===== config.mk =====
export PLATFORM = sky130hd
export DESIGN_NAME = mem_access_ctrl
export DESIGN_NICKNAME = d
export VERILOG_FILES = /design/src/rtl/mem_access_ctrl.sv
export SDC_FILE = /design/constraint.sdc
export NUM_CORES = 1
export LEC_CHECK = 0
export BUFFER_PORTS_ARGS = -buffer_cell sky130_fd_sc_hd__buf_2
export CAP_MARGIN = 30
export CORE_MARGIN = 1
export CORE_UTILIZATION = 27
export CTS_BUF_LIST = sky130_fd_sc_hd__clkbuf_8 sky130_fd_sc_hd__clkbuf_16
export DETAILED_ROUTE_END_ITERATION = 7
export PLACE_DENSITY = 0.53
export SLEW_MARGIN = 20
export SYNTH_ARGS = -nofsm -noshare
export SYNTH_HDL_FRONTEND = slang
export SYNTH_SLANG_ARGS = --single-unit

===== constraint.sdc =====
create_clock -name clk -period 5.4 [get_ports clk]
set_clock_uncertainty 0.15 [all_clocks]
set_input_delay 0.54 -clock clk [delete_from_list [all_inputs] [get_ports clk]]
set_output_delay 0.54 -clock clk [all_outputs]
set_load 0.02 [all_outputs]

===== src/rtl/mem_access_ctrl.sv =====
// mem_access_ctrl: MEM-stage load/store sequencer for an SRAM-like request/response bus.
// Optional LL/SC link-bit support is compiled in when MEM_SC_EN is defined.
module mem_access_ctrl #(
  parameter int ADDR_W = 32,
  parameter int DATA_W = 32
) (
  input  logic              clk,
  input  logic              rst_n,
  input  logic              req_valid,
  input  logic              req_wr,
  input  logic              req_ll,
  input  logic [1:0]        mem_sel,
  input  logic              load_unsigned,
  input  logic [ADDR_W-1:0] addr,
  input  logic [DATA_W-1:0] wdata,
  input  logic              llbit_clr,
  output logic              stall,
  output logic              done,
  output logic [DATA_W-1:0] rdata,
  output logic              adel,
  output logic              ades,
  output logic              data_req,
  output logic              data_wr,
  output logic [1:0]        data_size,
  output logic [ADDR_W-1:0] data_addr,
  output logic [3:0]        data_wstrb,
  output logic [DATA_W-1:0] data_wdata,
  input  logic              data_addr_ok,
  input  logic              data_data_ok,
  input  logic [DATA_W-1:0] data_rdata
);

  typedef enum logic [1:0] {IDLE, REQ, WAIT, DONE} state_t;

  state_t            state, state_nxt;
  logic              is_sc, is_wr, misaligned, accept, sc_skip, bus_done, store_result;
  logic              wr_p1, unsigned_p1;
  logic [1:0]        sel_p1, size_p1;
  logic [3:0]        wstrb_p1;
  logic [ADDR_W-1:0] addr_p1;
  logic [DATA_W-1:0] wdata_p1, rdata_p1;

  function automatic logic [1:0] size_of(input logic [1:0] sel);
    case (sel)
      2'd1:    return 2'd0;
      2'd2:    return 2'd1;
      default: return 2'd2;
    endcase
  endfunction

  function automatic logic [3:0] strobe_of(input logic [1:0] sel, input logic [1:0] off);
    case (sel)
      2'd1:    return 4'b0001 << off;
      2'd2:    return 4'b0011 << off;
      default: return 4'b1111;
    endcase
  endfunction

  function automatic logic [DATA_W-1:0] replicate(input logic [1:0] sel, input logic [DATA_W-1:0] w);
    case (sel)
      2'd1:    return {4{w[7:0]}};
      2'd2:    return {2{w[15:0]}};
      default: return w;
    endcase
  endfunction

  function automatic logic [DATA_W-1:0] load_align(input logic [DATA_W-1:0] raw, input logic [1:0] off,
                                                   input logic [1:0] sel, input logic uns);
    logic [DATA_W-1:0] sh;
    sh = raw >> {off, 3'b000};
    case (sel)
      2'd1:    return uns ? {{(DATA_W-8){1'b0}}, sh[7:0]} : {{(DATA_W-8){sh[7]}}, sh[7:0]};
      2'd2:    return uns ? {{(DATA_W-16){1'b0}}, sh[15:0]} : {{(DATA_W-16){sh[15]}}, sh[15:0]};
      default: return raw;
    endcase
  endfunction

  // sc is always a word store, whatever req_wr says
  assign is_sc = (mem_sel == 2'd0);
  assign is_wr = req_wr | is_sc;

  always_comb begin
    case (mem_sel)
      2'd1:    misaligned = 1'b0;
      2'd2:    misaligned = addr[0];
      default: misaligned = (addr[1:0] != 2'b00);
    endcase
  end

  assign accept   = (state == IDLE) && req_valid && !misaligned;
  assign bus_done = ((state == REQ) && data_addr_ok && data_data_ok) ||
                    ((state == WAIT) && data_data_ok);

`ifdef MEM_SC_EN
  logic llbit, ll_p1, sc_p1;

  assign sc_skip      = is_sc && !llbit;
  assign store_result = sc_p1;

  always_ff @(posedge clk or negedge rst_n) begin
    if (!rst_n) begin
      ll_p1 <= 1'b0;
      sc_p1 <= 1'b0;
      llbit <= 1'b0;
    end else begin
      if (accept) begin
        ll_p1 <= req_ll && !is_wr;
        sc_p1 <= is_sc;
      end
      if (llbit_clr)
        llbit <= 1'b0;
      else if ((state == DONE) && ll_p1)
        llbit <= 1'b1;
      else if ((state == DONE) && sc_p1)
        llbit <= 1'b0;
    end
  end
`else
  logic unused_sc;

  assign unused_sc    = req_ll | llbit_clr;
  assign sc_skip      = 1'b0;
  assign store_result = 1'b0;
`endif

  always_ff @(posedge clk or negedge rst_n) begin
    if (!rst_n) state <= IDLE;
    else        state <= state_nxt;
  end

  always_comb begin
    state_nxt = state;
    case (state)
      IDLE: if (accept) state_nxt = sc_skip ? DONE : REQ;
      REQ:  if (data_addr_ok) state_nxt = data_data_ok ? DONE : WAIT;
      WAIT: if (data_data_ok) state_nxt = DONE;
      DONE: state_nxt = IDLE;
      default: state_nxt = IDLE;
    endcase
  end

  // Combinational outputs are gated by rst_n so they read zero during reset
  always_comb begin
    stall    = rst_n && (accept || (state == REQ) || (state == WAIT));
    done     = (state == DONE);
    data_req = (state == REQ);
    data_wr  = (state == REQ) && wr_p1;
    adel     = rst_n && (state == IDLE) && req_valid && misaligned && !is_wr;
    ades     = rst_n && (state == IDLE) && req_valid && misaligned && is_wr;
  end

  // Request latch at accept, result capture at bus completion
  always_ff @(posedge clk or negedge rst_n) begin
    if (!rst_n) begin
      wr_p1       <= 1'b0;
      unsigned_p1 <= 1'b0;
      sel_p1      <= 2'd0;
      size_p1     <= 2'd0;
      wstrb_p1    <= 4'b0000;
      addr_p1     <= '0;
      wdata_p1    <= '0;
      rdata_p1    <= '0;
    end else if (accept) begin
      wr_p1       <= is_wr;
      unsigned_p1 <= load_unsigned;
      sel_p1      <= mem_sel;
      size_p1     <= size_of(mem_sel);
      wstrb_p1    <= is_wr ? strobe_of(mem_sel, addr[1:0]) : 4'b0000;
      addr_p1     <= addr;
      wdata_p1    <= replicate(mem_sel, wdata);
      rdata_p1    <= '0;
    end else if (bus_done) begin
      rdata_p1    <= wr_p1 ? {{(DATA_W-1){1'b0}}, store_result}
                           : load_align(data_rdata, addr_p1[1:0], sel_p1, unsigned_p1);
    end
  end

  assign rdata      = rdata_p1;
  assign data_size  = size_p1;
  assign data_addr  = addr_p1;
  assign data_wstrb = wstrb_p1;
  assign data_wdata = wdata_p1;

endmodule


# After elaboration in Yosys (flattened, before gate mapping)

Index checks and enable logic that the tools add are counted.

Bits in registers: 108

Reductions and logical operators: 22
Bitwise gates (word level): 1
Equal/unequal tests: 10
Shifts and indexed selects: 3
Multiplexer cells: 16

Operator list:

| kind                                                                  | count |
|---|---|
| 32-bit two-way mux                                                    | 5 |
| 32-bit case mux with 2 select lines                                   | 2 |
| 32-bit by 5-bit right shift with 16-bit output                        | 1 |
| 1-bit logical AND                                                     | 12 |
| 2-bit equality test, second input constant                            | 4 |
| 2-bit case mux with 4 select lines                                    | 1 |
| 4-bit case mux with 2 select lines                                    | 1 |
| 2-bit by 1-bit equality test with 1-bit output, second input constant | 3 |
| 2-bit two-way mux                                                     | 3 |
| 2-bit zero test                                                       | 2 |
| 4-bit two-way mux                                                     | 1 |
| 2-bit != test, second input constant                                  | 2 |
| 2-bit case mux with 2 select lines                                    | 1 |
| 2-bit nonzero test                                                    | 2 |
| 1-bit by 2-bit left shift with 4-bit output, first input constant     | 1 |
| 2-bit by 2-bit left shift with 4-bit output, first input constant     | 1 |
| 1-bit logical OR                                                      | 3 |
| 3-bit AND reduction                                                   | 1 |
| 1-bit zero test                                                       | 2 |
| 2-bit by 1-bit != test with 1-bit output, second input constant       | 1 |
| 1-bit case mux with 2 select lines                                    | 1 |
| 1-bit two-way mux                                                     | 1 |
| 1-bit bitwise OR                                                      | 1 |

# Depth between registers and ports, before layout

Depth after elaboration: 7
Mapped depth: 8
Depth with buffers taken out: 6

# Worst setup path before layout

Ideal clock, no wire load.

Kind: input to output
Start point: input mem_sel[0]
End point: output stall
Arrival time: 1.954 ns
Setup slack: 2.756 ns
Cell stages on the path: 7
Cell sequence: inv_1 -> ha_1 -> o21bai_2 -> nand3_2 -> buf_2 -> clkbuf_1 -> a31oi_1

Cells in the longest elaborated chain, start to end: 7
Elaborated cells on any way between the ends: 8

Ends and longest elaborated chain:

| element                                                                               | line | RTL |
|---|---|---|
| start, declared                                                                       | 12   | `input logic [1:0] mem_sel,` |
| 2-bit equality test or 2-bit by 1-bit equality test with 1-bit output (tied branches) | 83   | `case (mem_sel)` |
| 1-bit case mux with 2 select lines (*)                                                | 83   |  |
| 1-bit zero test (*)                                                                   | 90   | `assign accept = (state == IDLE) && req_valid && !misaligned;` |
| 1-bit logical AND (*)                                                                 | 90   |  |
| 1-bit logical OR (*) (2 in series)                                                    | 144  | `stall = rst_n && (accept \|\| (state == REQ) \|\| (state == WAIT));` |
| 1-bit logical AND (*)                                                                 | 144  |  |
| end, declared                                                                         | 17   | `output logic stall,` |

Every way passes the cells marked *; elsewhere a longest branch is shown, timed or not.

# Worst setup path after layout

Same ends and word-level chain as after synthesis.

==> key figures <==
STA
  – Slack of the critical path: 2.04 ns
  – Setup repair after global routing missed its margin: false
  – Total of endpoints with negative setup slack in the final report: 0
  – Slew Viols, Final: 0
  – Final period util: 62.3%
  – Setup_tns: 0 ns
  – Tightest Pin Transition: 0.881 ns
  – Final critical-path required period: 3.36 ns
  – F_max: 0.297 GHz
  – Worst-case headroom to the max-slew limit: 41.3%
  – Final number of hold-violating endpoints: 0

Placement
  – Port Buffers: 212
  – DP Worst Slack: 1.90 ns
  – GP Congestion: 0.807
  – Dpl hpwl: 11500 µm

Clock network
  – Maximum buffer depth of the clock tree: 2
  – H-tree levels: 3
  – Clock tree from TritonCTS: yes
  – Clock-pin transition on the worst setup and hold timing paths: 0.08 ns
  – Count of buffers added by post-CTS timing repair for setup: 0
  – Total of cells resized after clock tree synthesis: 0
  – CTS Root Buffer Type: sky130_fd_sc_hd__clkbuf_16
  – Insertion delay of the later-clocked pin in the worst-skew pair: 0.35 ns
  – TritonCTS Sinks: 108
  – CTS Hold Buffers Added: 0
  – CTS buffer count: 9

Setup path
  – CP required: 4.71 ns
  – Critical path's top delay family: buffers and inverters
  – Number of cells on the worst reg-to-reg path: 6
  – Critical register-to-register path endpoint: rdata[18]
  – Most used cell along the critical path: sky130_fd_sc_hd__buf_2
  – Type of the worst setup path: input pin to output port
  – FF-to-FF setup slack: 2.41 ns
  – Worst path bufs/invs: 4
  – Type of element launching the critical path: input pin
  – Chain of cells forming the critical path: buf_2 -> inv_1 -> ha_1 -> buf_4 -> o21bai_2 -> nand3_4 -> a31oi_1 -> buf_2
  – Largest stage delay on the critical path: 0.58 ns
  – Reg2reg start: state[1]
  – Master of the slowest instance on the critical path: sky130_fd_sc_hd__nand3_4
  – Data arrival time at the worst-slack endpoint: 2.67 ns
  – Capturing element type of the critical path: output port
  – Biggest fanout along the worst timing path: 54
  – Setup crit start: mem_sel[0]

Synthesis
  – Mean instance size in the synthesized netlist: 10.6 µm²
  – Net count after synthesis: 620
  – Distinct cell type count of the synthesized netlist: 44
  – Main flop type after synthesis: sky130_fd_sc_hd__dfrtp_1
  – Number of flops mapped to enable cells by yosys: 0
  – Yosys top cell area share: 51.0%
  – Async set-reset flop share out of synthesis: 100%
  – Yosys warns: 0
  – Flip-flop and latch count after synthesis: 108
  – Main area contributors after synthesis: sky130_fd_sc_hd__dfrtp_1 51%, sky130_fd_sc_hd__mux2_2 9.1%, sky130_fd_sc_hd__nand2_1 5.9%
  – Netlist Area Pre-Place: 0.00530 mm²
  – Sequential cell area fraction in the yosys report: 51.0%
  – Cell taking the most area after synthesis: sky130_fd_sc_hd__dfrtp_1
  – Mapped Cells: 502

Layout
  – Layout cell share with drive strength beyond 1: 40.7%
  – Area Growth Syn to Fin: 30.7%
  – Most common cell after layout, fill and taps aside: sky130_fd_sc_hd__buf_2
  – Final net count: 811
  – Commonest non-fill, non-tap cells in the layout: 211 x sky130_fd_sc_hd__buf_2, 108 x sky130_fd_sc_hd__dfrtp_1, 83 x sky130_fd_sc_hd__nand2_1

Power
  – Maximum vdd ir drop: 0.000256 V
  – PnR Total Power: 4.18 mW
  – Cell area power density: 604 mW/mm²
  – Leakage power figure: 3.44 nW

Die
  – Effective utilization at floorplan: 28.0%
  – Floorplan die area: 0.0202 mm²
  – Core area: 0.0190 mm²
  – Die width: 142 µm
  – # rows: 50
  – Chip Height: 142 µm
  – Top-level port count: 215

Detailed routing
  – Iteration-0 DRC Markers: 294
  – Detail-routed via count per cell: 4.70
  – Post-route DRC violation count: 0
  – Detailed-routing wirelength on met1: 7180 µm
  – Number of routed nets with antenna violations: 0
  – Total Wirelength: 16000 µm
  – Uppermost layer routed: met5
  – Wire length on met3: 938 µm
  – Met2 routed wirelength: 7640 µm
  – Detailed Routing Iterations Pass 1: 4
  – Via total after detailed routing: 4519
  – WL/cell: 16.7 µm

Flow run
  – Max_cap viols: 0

Global route
  – Wire length of the first global-routing pass: 25000 µm
  – Overall global routing resource usage: 16.2%
  – Leftover overflow at the end of global routing: 0
  – Via count of the first global-routing pass: 4417
  – Maximum number of pins on one net before global-route repair: 73
  – Number of antenna violations at the first check in global routing: 4

Min path
  – Min-Delay Path Class: input pin to asynchronous set/reset pin

Status
  – Run status: completed
-- metrics by stage --
stage | std cells | util, % | hold WS, ns | area (µm²)
finish | 961 | 36.5 | 0.0450 | 6930
global route | 960 | 36.5 | 0.0927 | 6930
global placement | 939 | 34.6 | 0.306 | 6550
CTS | 956 | 36.3 | 0.0693 | 6880
floorplan | 502 | - | 0.0944 | 5300
detailed placement | 940 | 34.6 | 0.307 | 6570
-- cell usage after synthesis (all sizes together), types with 6 or more instances --
library cell / n
mux2i: 8
clkbuf: 19
a21oi: 17
buf: 20
ha: 11
a22o: 8
dfrtp: 108
o21ai: 25
a211o: 8
a32oi: 8
nor2b: 24
inv: 26
o2bb2ai: 7
nand2: 83
mux2: 43
nor2: 6
o31ai: 8
o311ai: 16
o211ai: 16
nand4: 16
-- cell type report --
type	instances	area, µm²
antenna	3	7.51
clock buffer	11	253
clock inverter	5	58.8
fill	1958	12000
inverter	26	97.6
multi-input combinational	329	2330
sequential	108	2700
tap	260	325
timing repair buffer	219	1150
-- kinds of logic after synthesis --
group           count (synthesis)  synth area share (%)
compound gates                127                  17.7
xor+xnor                        1                 0.165
fa+ha+maj                      11                  2.60
buf+inv                        65                  5.27
flops                         108                  51.0
mux                            52                  11.1
simple gates                  138                  12.2
-- worst reg2reg max path, cell delays in order, from the launching register on --
cell and delay, ns:
sky130_fd_sc_hd__dfrtp_1 0.44, sky130_fd_sc_hd__inv_1 0.13, sky130_fd_sc_hd__ha_1 0.25, sky130_fd_sc_hd__a21o_1 0.19
sky130_fd_sc_hd__and3b_1 0.69, sky130_fd_sc_hd__nand3_1 0.67, sky130_fd_sc_hd__o211ai_1 0.38
-- power breakdown --
part / total, mW / switching (mW) / internal (mW)
clock network: 0.701 / 0.315 / 0.387
logic: 2.06 / 1.28 / 0.780
registers: 1.42 / 0.231 / 1.19
-- how the worst max path moves through the flow --
stage	endpoint	slack (ns)	cells past startpoint
2_1_floorplan	stall	2.76	7
3_3_place_gp	data_wdata[2]	1.89	7
3_5_place_dp	data_wdata[0]	1.90	8
4_1_cts	stall	1.98	8
5_1_grt	stall	1.81	8
6_report	stall	2.04	8
-- state kept, by name, indices dropped and copies added, names as in the netlist --
signal	count
wr_p1	1
data_wdata	32
rdata	32
data_size	2
data_wstrb	4
unsigned_p1	1
sel_p1	2
data_addr	32
state	2
-- metal layers --
| metal | GRT usage (%) | vias to the layer above |
|---|---|---|
| met3 | 3.80 | 17 |
| met4 | 5.83 | 2 |
| met5 | 0 | - |
| li1 | - | 2182 |
| met1 | 21.7 | 2176 |
| met2 | 25.4 | 142 |
Note: power is estimated with default switching activity, not from simulation.
